==> config.mk <==
export PLATFORM = sky130hd
export DESIGN_NAME = sobol_rng_dim1
export DESIGN_NICKNAME = d
export VERILOG_FILES = /design/src/rtl/sobol_rng_dim1.sv
export SDC_FILE = /design/constraint.sdc
export NUM_CORES = 1
export LEC_CHECK = 0
export CORE_MARGIN = 4
export CORE_UTILIZATION = 49
export DETAILED_ROUTE_END_ITERATION = 7
export GPL_TIMING_DRIVEN = 0
export PLACE_DENSITY = 0.74
export SLEW_MARGIN = 20
export SYNTH_ARGS = -nofsm -noshare
export SYNTH_HDL_FRONTEND = slang
export SYNTH_SLANG_ARGS = --single-unit
==> constraint.sdc <==
create_clock -name clk -period 1.6 [get_ports clk]
set_input_delay 0.24 -clock clk [delete_from_list [all_inputs] [get_ports clk]]
set_output_delay 0.24 -clock clk [all_outputs]
set_load 0.02 [all_outputs]
==> src/rtl/sobol_rng_dim1.sv <==
// Dimension-1 Sobol sequence generator using the Gray-code (Antonov-Saleev) update.
// One new element per enabled clock, output registered, period 2^RWID.
module sobol_rng_dim1 #(
  parameter int RWID = 8
) (
  input  logic            clk,
  input  logic            rst_n,
  input  logic            enable,
  output logic [RWID-1:0] sobolSeq
);

  localparam logic [RWID-1:0] ONE = {{(RWID-1){1'b0}}, 1'b1};

  logic [RWID-1:0] idx_q, idx_d;
  logic [RWID-1:0] seq_q, seq_d;
  logic [RWID-1:0] dir_v;
  logic            all_ones;

  // Priority encoder over ~idx: the lowest zero bit k selects v[k] = 1 << (RWID-1-k).
  always_comb begin
    dir_v = '0;
    for (int k = RWID - 1; k >= 0; k--) begin
      if (!idx_q[k]) begin
        dir_v = ONE << (RWID - 1 - k);
      end
    end
  end

  assign all_ones = &idx_q;

  always_comb begin
    idx_d = idx_q;
    seq_d = seq_q;
    if (enable) begin
      if (all_ones) begin
        idx_d = '0;
        seq_d = '0;
      end else begin
        idx_d = idx_q + ONE;
        seq_d = seq_q ^ dir_v;
      end
    end
  end

  // Reset is active-high even though the port keeps its historical _n name.
  always_ff @(posedge clk) begin
    if (rst_n) begin
      idx_q <= '0;
      seq_q <= '0;
    end else begin
      idx_q <= idx_d;
      seq_q <= seq_d;
    end
  end

  assign sobolSeq = seq_q;

endmodule

==> flow_summary_export.csv <==
group,metric,value,unit
cells_and_area,nFillCells,103,
grt,grt_max_degree,11,
timing,max_freq,663,MHz
detailed_routing,dr.pass1.iters,4,
timing,setup_viol,0,
worst_setup_path,critPathTopFamily,"buffers and inverters",
timing,clock_skew,1.74,ps
clock_network,clock-sinks,16,
grt,grt.total_usage,0.162,
clock_network,clkSlewWorstSetupHoldPaths,90,ps
pwr,leakage,0.291,nW
worst_setup_path,required,1360,ps
placement,hpwl,940,um
cells_and_area,diodes,0,
detailed_routing,vias_per_cell,5.72,
detailed_routing,route.detailed.drc,0,
worst_setup_path,slowest_stage,"clkdlybuf4s50_1",
timing,rsz0062_at_grt,"false",
cells_and_area,drive_above_1_share,0.146,
worst_setup_path,end_kind,"output pin",
placement,io_buffers,9,
timing,timing.final.crit_share,0.943,
timing,hold_violations,0,
grt,grt-ovfl-total,0,
synth,syn_inst,76,
pwr,power-per-cell-area,899,mW/mm2
clock_network,cts_inserted_buffers,3,
timing,setup_tns,0,ps
synth,syn_area_per_cell,9.17,um2
synth,yosysSeqAreaShare,0.460,
run,drv_cap,0,
detailed_routing,vias,595,
worst_setup_path,cpPeakStageDelay,610,ps
clock_network,htree_num_levels,1,
synth,netlist-cell-type-count,22,
worst_setup_path,crit_buf_inv,1,
grt,grt_pass1_vias,554,
detailed_routing,ant_nets,0,
die,initial_utilization,0.529,
clock_network,cts_setup_buffers,0,
timing,layout_min_cycle_time,1510,ps
synth,yosys_warnings,0,
clock_network,root_buffer,"clkbuf_4",
grt,grt_pass1_wl,2330,um
worst_setup_path,crit_fanout,2,
cells_and_area,final_nets,95,
synth,syn-num-nets,81,
clock_network,cts_tree,"built",
synth,syn-cell-area,697,um2
worst_setup_path,path_cells,"clkdlybuf4s50_1",
clock_network,cts.path.max_buffers,2,
clock_network,worstSkewPairLatency,290,ps
pwr,ir_worst_vdd,0.509,mV
placement,place_congestion,0.761,
synth,ys_ff_latch,16,
die,die_area,0.00209,mm2
die,coreArea,0.00132,mm2
worst_setup_path,crit_type,"register to output pin",
min_path,worstHoldPathType,"primary input to register",
detailed_routing,wl_per_cell,12.5,um
worst_setup_path,start_kind,"register",
detailed_routing,totalWireLength,1300,um
die,die_h,45.7,um
cells_and_area,syn_to_final_growth,22.1,%
grt,antenna_found_initial,0,
timing,slew_violations,0,
die,die_w,45.7,um
timing,timing.hold.ws,196,ps
worst_setup_path,arrival,1270,ps
die,ios,11,
timing,worst_slew_pin_slew,269,ps
outcome,status,"finished clean",
detailed_routing,dr.first_iter.drc_count,9,
die,row_count,13,
timing,max_slew_margin,0.820,
-- cell usage in the layout (no fill, tap or decap), drive strengths merged --
cell type / netlist / layout
nor2: 7 / 7
or4: 4 / 4
o21bai: 1 / 1
a21oi: 9 / 9
clkbuf: 0 / 5
xnor2: 2 / 2
o31ai: 4 / 4
nand2: 4 / 4
or3: 5 / 5
nand3: 2 / 2
inv: 1 / 1
xor2: 4 / 4
nand4: 5 / 5
clkdlybuf4s50: 0 / 9
nor2b: 1 / 1
a211oi: 1 / 1
dfxtp: 16 / 16
ha: 2 / 2
o21ai: 5 / 5
buf: 3 / 2
-- power by group --
part | total [mW] | internal (mW) | switching (mW)
Combinational | 0.0671 | 0.0326 | 0.0345
Sequential | 0.426 | 0.411 | 0.0146
Clock | 0.272 | 0.139 | 0.133
-- what timing repair did --
item,CTS,global route
hold buffers,0,0
resized for setup,2,2
gates cloned,0,0
pin swaps,0,1
setup endpoints to repair,10,10
-- flip-flops by register name (all words and copies together) (netlist names) --
name,count
idx_q,8
sobolSeq,8
-- kinds of logic after synthesis --
group | synth area share
simple gates | 0.233
flops | 0.460
buf+inv | 0.0305
fa+ha+maj | 0.0359
xor+xnor | 0.0754
compound gates | 0.165
-- synth_stat cells (all sizes together) --
cell    count  area share
a21oi       9       0.065
nor2        7       0.038
nand2       4       0.022
nand3       2       0.022
a211oi      1       0.011
o31ai       4       0.043
xor2        4       0.050
o21ai       5       0.036
buf         3       0.025
o21bai      1       0.011
nor2b       1      0.0090
nand4       5       0.054
or4         4       0.043
xnor2       2       0.025
or3         5       0.047
dfxtp      16        0.46
ha          2       0.036
inv         1      0.0054
-- area by class of cell --
| cell class | instances | area, um2 | area share |
|---|---|---|---|
| multi-input combinational | 56 | 359 | 0.422 |
| sequential | 16 | 323 | 0.379 |
| timing repair buffer | 9 | 90.1 | 0.106 |
| clock buffer | 4 | 36.3 | 0.0426 |
| buffer | 3 | 20.0 | 0.0235 |
| tap | 15 | 18.8 | 0.0221 |
| inverter | 1 | 3.75 | 0.00441 |
-- per-stage QoR --
step	total power [mW]	instance area (um2)	util	cells	worst slack, ps
6_report	0.765	851	0.646	104	91.1
4_1_cts	0.773	847	0.643	104	32.8
3_3_place_gp	0.497	806	0.612	100	-61.5
5_1_grt	0.806	851	0.646	104	11.1
3_5_place_dp	0.500	806	0.612	100	-65.2
2_1_floorplan	0.475	697	-	76	183
-- metal layers --
metal  vias up  GRT usage  routed length (um)
li1        306          -                   -
met2        10      0.237                 577
met4         0      0.119                  43
met5         -          0                   0
met1       274      0.198                 621
met3         5     0.0474                  56
-- final timing paths --
path	startpoint	endpoint	slack [ps]	cells past startpoint
worst max-delay path	sobolSeq[7]	sobolSeq[7]	90	1
worst min-delay path	enable	idx_q[1]	200	2
worst max register to register	idx_q[0]	idx_q[0]	140	5
worst min register to register	sobolSeq[1]	sobolSeq[1]	490	2
(Power assumes the default switching activity.)
